[src/rtl/stopwatch_buttons.sv]
// Button conditioning for the stopwatch: synchronise and debounce pause/lap/view,
// then derive the pause level, a stretched lap request and one-hot lap view selects.
module stopwatch_buttons #(
    parameter int DEBOUNCE_CYCLES = 500000,
    parameter int CNT_W           = 19,
    parameter int LAP_HOLD        = 500002
) (
    input  logic clk_50M,
    input  logic reset,
    input  logic btn_pause,
    input  logic btn_lap,
    input  logic btn_view,
    output logic pause,
    output logic lap_req,
    output logic lap1,
    output logic lap2,
    output logic lap3
);

    localparam int HOLD_W = $clog2(LAP_HOLD + 1);
    localparam logic [CNT_W-1:0]  DB_LAST   = CNT_W'(DEBOUNCE_CYCLES - 1);
    localparam logic [HOLD_W-1:0] HOLD_LAST = HOLD_W'(LAP_HOLD - 1);

    typedef enum logic {IDLE, HOLD} lap_state_t;
    typedef enum logic [1:0] {LIVE, L1, L2, L3} view_state_t;

    logic [2:0] raw;
    logic [2:0] press;

    assign raw = {btn_view, btn_lap, btn_pause};

    // Bit 0 = pause, bit 1 = lap, bit 2 = view; each channel is fully independent.
    for (genvar i = 0; i < 3; i++) begin : g_chan
        logic             s1;
        logic             s2;
        logic             stable;
        logic             stable_d;
        logic [CNT_W-1:0] count;

        // NOTE: sequential state uses <= so every flop samples pre-edge values; s1 -> s2 stays a real two-stage synchroniser.
        always_ff @(posedge clk_50M or posedge reset) begin
            if (reset) begin
                s1       <= 1'b0;
                s2       <= 1'b0;
                stable   <= 1'b0;
                stable_d <= 1'b0;
                count    <= '0;
            end else begin
                s1       <= raw[i];
                s2       <= s1;
                stable_d <= stable;
                if (s2 == stable) begin
                    count <= '0;
                end else if (count == DB_LAST) begin
                    stable <= s2;
                    count  <= '0;
                end else begin
                    count <= count + 1'b1;
                end
            end
        end

        assign press[i] = stable & ~stable_d;
    end

    always_ff @(posedge clk_50M or posedge reset) begin
        if (reset) begin
            pause <= 1'b0;
        end else if (press[0]) begin
            pause <= ~pause;
        end
    end

    lap_state_t        lap_state;
    logic [HOLD_W-1:0] hold_cnt;

    // Presses arriving while the request is held are dropped, not queued.
    always_ff @(posedge clk_50M or posedge reset) begin
        if (reset) begin
            lap_state <= IDLE;
            lap_req   <= 1'b0;
            hold_cnt  <= '0;
        end else begin
            case (lap_state)
                IDLE: begin
                    if (press[1]) begin
                        lap_state <= HOLD;
                        lap_req   <= 1'b1;
                        hold_cnt  <= '0;
                    end
                end
                HOLD: begin
                    if (hold_cnt == HOLD_LAST) begin
                        lap_state <= IDLE;
                        lap_req   <= 1'b0;
                    end else begin
                        hold_cnt <= hold_cnt + 1'b1;
                    end
                end
                default: begin
                    lap_state <= IDLE;
                    lap_req   <= 1'b0;
                end
            endcase
        end
    end

    view_state_t view_state;
    view_state_t view_next;

    // NOTE: always_comb gets a default assignment first so no path can infer a latch.
    always_comb begin
        view_next = view_state;
        case (view_state)
            LIVE:    view_next = L1;
            L1:      view_next = L2;
            L2:      view_next = L3;
            L3:      view_next = LIVE;
            default: view_next = LIVE;
        endcase
    end

    always_ff @(posedge clk_50M or posedge reset) begin
        if (reset) begin
            view_state <= LIVE;
            lap1       <= 1'b0;
            lap2       <= 1'b0;
            lap3       <= 1'b0;
        end else if (press[2]) begin
            view_state <= view_next;
            lap1       <= (view_next == L1);
            lap2       <= (view_next == L2);
            lap3       <= (view_next == L3);
        end
    end

endmodule

[config.mk]
export PLATFORM = sky130hd
export DESIGN_NAME = stopwatch_buttons
export DESIGN_NICKNAME = d
export VERILOG_FILES = /design/src/rtl/stopwatch_buttons.sv
export SDC_FILE = /design/constraint.sdc
export NUM_CORES = 1
export LEC_CHECK = 0
export ABC_AREA = 1
export BUFFER_PORTS_ARGS = -buffer_cell sky130_fd_sc_hd__buf_2
export CORE_UTILIZATION = 67
export DETAILED_ROUTE_END_ITERATION = 10
export GPL_ROUTABILITY_DRIVEN = 1
export PLACE_DENSITY = 0.87
export SETUP_SLACK_MARGIN = 0.05
export SLEW_MARGIN = 20
export SYNTH_ARGS = -nofsm -noshare
export SYNTH_HDL_FRONTEND = slang
export SYNTH_SLANG_ARGS = --single-unit
[constraint.sdc]
create_clock -name clk_50M -period 7.9 [get_ports clk_50M]
set_input_delay 0.79 -clock clk_50M [delete_from_list [all_inputs] [get_ports clk_50M]]
set_output_delay 0.79 -clock clk_50M [all_outputs]
set_load 0.005 [all_outputs]
* Yosys cells after proc, flatten, opt, wreduce, memory -nomap -nowiden
Cells that the tools add are included.
** Operators by class
- Reductions and logical operators :: 6
- Mux-type cells :: 16
- Bitwise gates (word level) :: 11
- Add/subtract/negate cells :: 4
- Equal/unequal tests :: 16
** Operators with widths (number)
- $mux W19 :: 8
- $add A19 B1 Y19 const B :: 4
- $eq A19 B19 Y1 const B :: 4
- $pmux W19 S2 :: 1
- $reduce_and A2 Y1 :: 5
- $eq A2 B2 Y1 const B :: 4
- $not A1 Y1 :: 8
- $pmux W2 S4 :: 1
- $eq A2 B1 Y1 const B :: 2
- $mux W1 :: 4
- $ne A2 B2 Y1 const B :: 2
- $pmux W1 S2 :: 2
- $and A1 B1 Y1 :: 3
- $eq A1 B1 Y1 :: 3
- $logic_not A2 Y1 :: 1
- $ne A2 B1 Y1 const B :: 1
** Word-level totals
- Output and inout bits :: 5
- Bits in registers :: 96
- Input port bits :: 5

* Longest topological paths before layout
- Depth after elaboration :: 4
- Mapped depth :: 12

* Worst setup path after synthesis
OpenSTA, ideal clock, no wires.
- Path kind :: register to register
- Start :: reg g_chan[0].count[0]
- End :: reg g_chan[0].count[8]
- Arrival time :: 1376 ps
- Buffers on the path :: 0
- Required time :: 7814 ps
- Stages on the path, launching flop included :: 9
- Setup slack :: 6438 ps
- Period minus slack after synthesis :: 1462 ps
- Path through :: dfrtp_1 -> ha_1 -> nand2_1 -> nor2_4 -> nand3_1 -> nor2_1 -> nor2_1 -> inv_1 -> nor3_1
** On the way
- Word-level cells in the longest chain between the ends :: 3
- Elaborated cells on any way between the ends :: 4
- Those cells by class :: add/sub: 1; eq/ne: 1; mux: 2
** RTL lines
- start: declaration :: line 38 : logic [CNT_W-1:0] count;
- start signal: assignment :: line 58 : count <= count + 1'b1;
- $add A19 B1 Y19 or $eq A19 B19 Y1 (tied branches) :: line 58, 54
- $mux W19 (*) :: line 54 : end else if (count == DB_LAST) begin
- $mux W19 (*) :: line 52 : if (s2 == stable) begin
Every way passes the cells marked *; elsewhere a longest branch is shown, timed or not.
A chain may end at the register's enable or synchronous reset.

* Worst setup path in the final report
- Start :: reg hold_cnt[0]
- End :: reg hold_cnt[17]
** On the way
- Word-level cells in the longest chain between the ends :: 3
- Elaborated cells on any way between the ends :: 6
- Those cells by class :: add/sub: 1; eq/ne: 2; mux: 2; reduce/logical: 1
** RTL lines
- start: declaration :: line 75 : logic [HOLD_W-1:0] hold_cnt;
- start signal: assignment :: line 97 : hold_cnt <= hold_cnt + 1'b1;
- $add A19 B1 Y19 or $eq A19 B19 Y1 (tied branches) :: line 97, 93
- $mux W19 or $ne A2 B2 Y1 (tied branches)
- $pmux W19 S2 or $reduce_and A2 Y1 (tied branches)
Several ways; a longest one is shown, not always the timed one. The select of a mux whose other input is x is not followed.

==> implementation parameters <==
Parameter                              Value

Synth
  Mean area per synthesized cell    8.025 sq um
  Most used standard cells in the synthesized netlist    nand2_1, nor2_1, dfrtp_1
  Top area cells in the synthesized netlist    dfrtp_1, nand2_1, nor2_1
  Post-synth top flop    dfrtp_1
  Top-count cell post-synth    nand2_1
  Top cell type's share of synthesized area    48.76%
  Number of synthesized flops with an enable pin    0
  Post-synthesis register bit count    96
  Cell taking the most area after synthesis    dfrtp_1
  Summed instance area of the synthesized netlist    4927 sq um
  Gate count after technology mapping    a little over 600
  Distinct cell type count of the synthesized netlist    31
  Async S/R FF share, synth    100.0%
  Portion of the post-synthesis area used by sequential elements    48.76%
  Synth warn    0
  Syn_nets    627

Floorplanning
  Placeable core region    6944 sq um
  Row count    30
  Die width    87.76 microns
  # IOs    10
  Initial Utilization    70.95%
  Die outline area    7701 sq um
  Overall die height    87.76 microns

Final layout
  Share of the core filled with cells in the final layout    75.62%
  Layout overhead on the synthesized area    6.577%
  Fin area    5251 sq um
  Area of the multi-input gates    2240 sq um
  Net count of the finished layout    between 600 and 700
  Proportion of layout cells with a drive suffix above 1    7.378%
  Fill cell count    536
  Ant diodes    0
  Register cell area after layout    2402 sq um

Detailed routing
  Total iterations of the first detailed-routing run    5
  Met3 layer wire length in the routed design    372 microns
  Routed wire length    9177 microns
  Wl on met1    4124 microns
  Remaining antenna violation count after routing    0
  Routed length per placed instance    12.52 microns
  Detail Route met2 WL    between 4000 and 5000 microns
  Post-route DRC    0
  Top sig layer    met4
  1st-iter DRT viols    195
  Total number of vias    4023
  Average vias per placed instance    roughly 5.5

Placed design
  Dpl cell area    between 5000 and 6000 sq um
  Dpl hpwl    6665 microns
  Global placement routability congestion    0.9063
  Port buffer count    9

Worst setup path
  Depth of the worst register-to-register path    8
  Number of gates on the worst path with buffers counted    8
  Critical path capture point type    flop
  CP required    approximately 8100 ps
  Crit-path leading delay family    compound AO/OA/AOI/OAI gates
  Largest fanout on the critical path    14
  Buffers and inverters on the worst path    1
  Setup Crit Path Kind    reg -> reg
  Critical Path Start Type    flop
  Critical Path Most Common Cell    nand2_1
  Worst stage delay on the critical path    about 530 ps
  Worst endpoint data arrival time    approximately 2100 ps
  Critical path, cell by cell    ha_1, nand2_1, inv_1, nand2_1, nor2_1, nand3_2, a21oi_2, o21ai_0
  Critical path's slowest cell    a21oi_2

Timing
  Worst slew pin tran    772.7 ps
  Min Hold Slack    354.8 ps
  Tmin final    1927 ps
  Final Hold Viols    0
  Final sum of negative setup slack    0 ps
  Maximum frequency from static timing analysis    ~520 MHz
  Post-route clock period utilization    24.39%
  Skew final    between 10 and 15 ps
  RSZ-0062 raised after global routing    false
  Final setup vio count    0
  Relative slew slack    48.11%
  Fin. max-slew vios    0

Power and ir drop
  Internal portion of total power    0.0006348 W
  Worst-case vdd ir drop    between 0.1 and 0.15 mV
  Switching power    0.0001910 W
  Share of total power in combinational logic    2.9%
  Leakage power total    between 2 and 2.5 nW
  Clock network fraction of design power    36.6%
  Sw frac    23.13%
  Sequential Power Share    60.5%
  Total power density per cell area    157.3 nW/um^2
  Post-layout total power    0.0008258 W

Clocking
  TritonCTS clock tree    done
  Library cell used as clock root buffer    clkbuf_8
  Post-CTS setup-driven buffer insertion count    0
  Worst-Skew Late Latency    370 ps
  Register clock-pin slew on the reported worst setup and hold paths    90 ps
  Post-cts resize count    0
  Number of buffers on the longest clock path    2
  Htree depth    3
  Inserted Clock Buffers    9
  Hold-fix buffers, CTS    0
  Clk sinks    96

Outcome
  Run status    completed

Min path
  Cell depth of the worst min-delay path    0
  Class of the worst hold path    reg -> reg

Global route
  Via count of the first global-routing pass    3713
  Pin count of the biggest net entering global routing    50
  Gr usage total    26.35%
  First-pass GRT wire length    between 15000 and 20000 microns
  Remaining Overflow, GRT    0
  Number of antenna violations at the first check in global routing    0

Flow run
  Max-cap violation count    0
[power by group through the flow]
stage	Sequential, W	Clock [W]	Combinational, W
5_1_grt	0.000500	0.000329	0.0000280
6_report	0.000500	0.000302	0.0000237
4_1_cts	0.000500	0.000306	0.0000247
3_3_place_gp	0.000509	0	0.0000240
2_1_floorplan	0.000509	0	0.0000178
3_5_place_dp	0.000510	0	0.0000248
[worst paths after layout]
| kind | endpoint | from | slack [ps] |
|---|---|---|---|
| min in group asynchronous | g_chan[0].s2 | reset | 460 |
| hold / removal | g_chan[1].s2 | g_chan[1].s1 | 350 |
| max in group asynchronous | g_chan[2].count[3] | reset | 6430 |
| hold reg to reg | g_chan[1].s2 | g_chan[1].s1 | 350 |
| setup reg to reg | hold_cnt[17] | hold_cnt[0] | 5970 |
| setup / recovery | hold_cnt[17] | hold_cnt[0] | 5970 |
[state kept, by name (all words and copies together), names as in the netlist]
register / count
g_chan.count: 57
g_chan.s1: 3
g_chan.s2: 3
g_chan.stable: 3
g_chan.stable_d: 3
hold_cnt: 19
lap1: 1
lap2: 1
lap3: 1
lap_req: 1
lap_state: 1
pause: 1
view_state: 2
[placed cells by master (no fill, tap or decap)]
cell type	Yosys	routed
nand2_1	139	139
nor2_1	118	118
dfrtp_1	96	96
inv_1	66	65
nand3_1	38	38
xor2_1	25	25
nor3_1	22	22
o21ai_0	21	21
nand4_1	17	17
a21oi_1	12	12
clkbuf_8	0	11
buf_2	0	9
xnor2_1	8	8
ha_1	8	8
nor2_2	7	7
nor3b_1	6	6
nor2_4	4	4
o22ai_1	4	4
a31oi_1	3	3
o21ai_2	3	3
nand4_2	2	2
nand2_2	2	2
clkinvlp_4	0	2
clkbuf_1	0	2
o211ai_1	1	1
and3_1	1	1
clkinv_1	1	1
nor3_2	1	1
a211oi_1	1	1
a31o_2	1	1
nand3_2	1	1
inv_4	0	1
a21oi_2	1	1
and2_1	1	1
o21bai_1	1	1
inv_6	0	1
buf_4	0	1
[worst register-to-register path: stages (launching register included)]
cell and delay (ps):
dfrtp_1 500, ha_1 190, nand2_1 50, inv_1 50, nand2_1 40, nor2_1 110, nand3_2 100, a21oi_2 530
o21ai_0 220
[kinds of logic after synthesis]
group | after synthesis | share of synthesized area [%]
simple gates | 359 | 31.97
fa+ha+maj | 8 | 2.032
flops | 96 | 48.76
xor+xnor | 33 | 5.866
compound gates | 48 | 5.587
buf+inv | 70 | 5.790
[final cells by class]
type | instances | share of cell area (%)
clock buffer | 13 | 3.026
inverter | 67 | 4.837
tap | 96 | 2.287
clock inverter | 3 | 0.4527
timing repair buffer | 10 | 1.001
sequential | 96 | 45.75
multi-input combinational | 448 | 42.65
[per-layer routing]
layer  vias to the layer above  track usage, %
li1                       1995               -
met1                      1911           32.90
met2                        99           44.19
met3                        18           5.561
met4                         0           11.92
met5                         -               0
[through the flow]
step	setup slack, ps	cells
floorplan	4605	614
global placement	5967	717
detailed placement	5950	717
CTS	6002	733
global route	5789	733
finish	5973	733
Power figures use the tool's default switching activity.
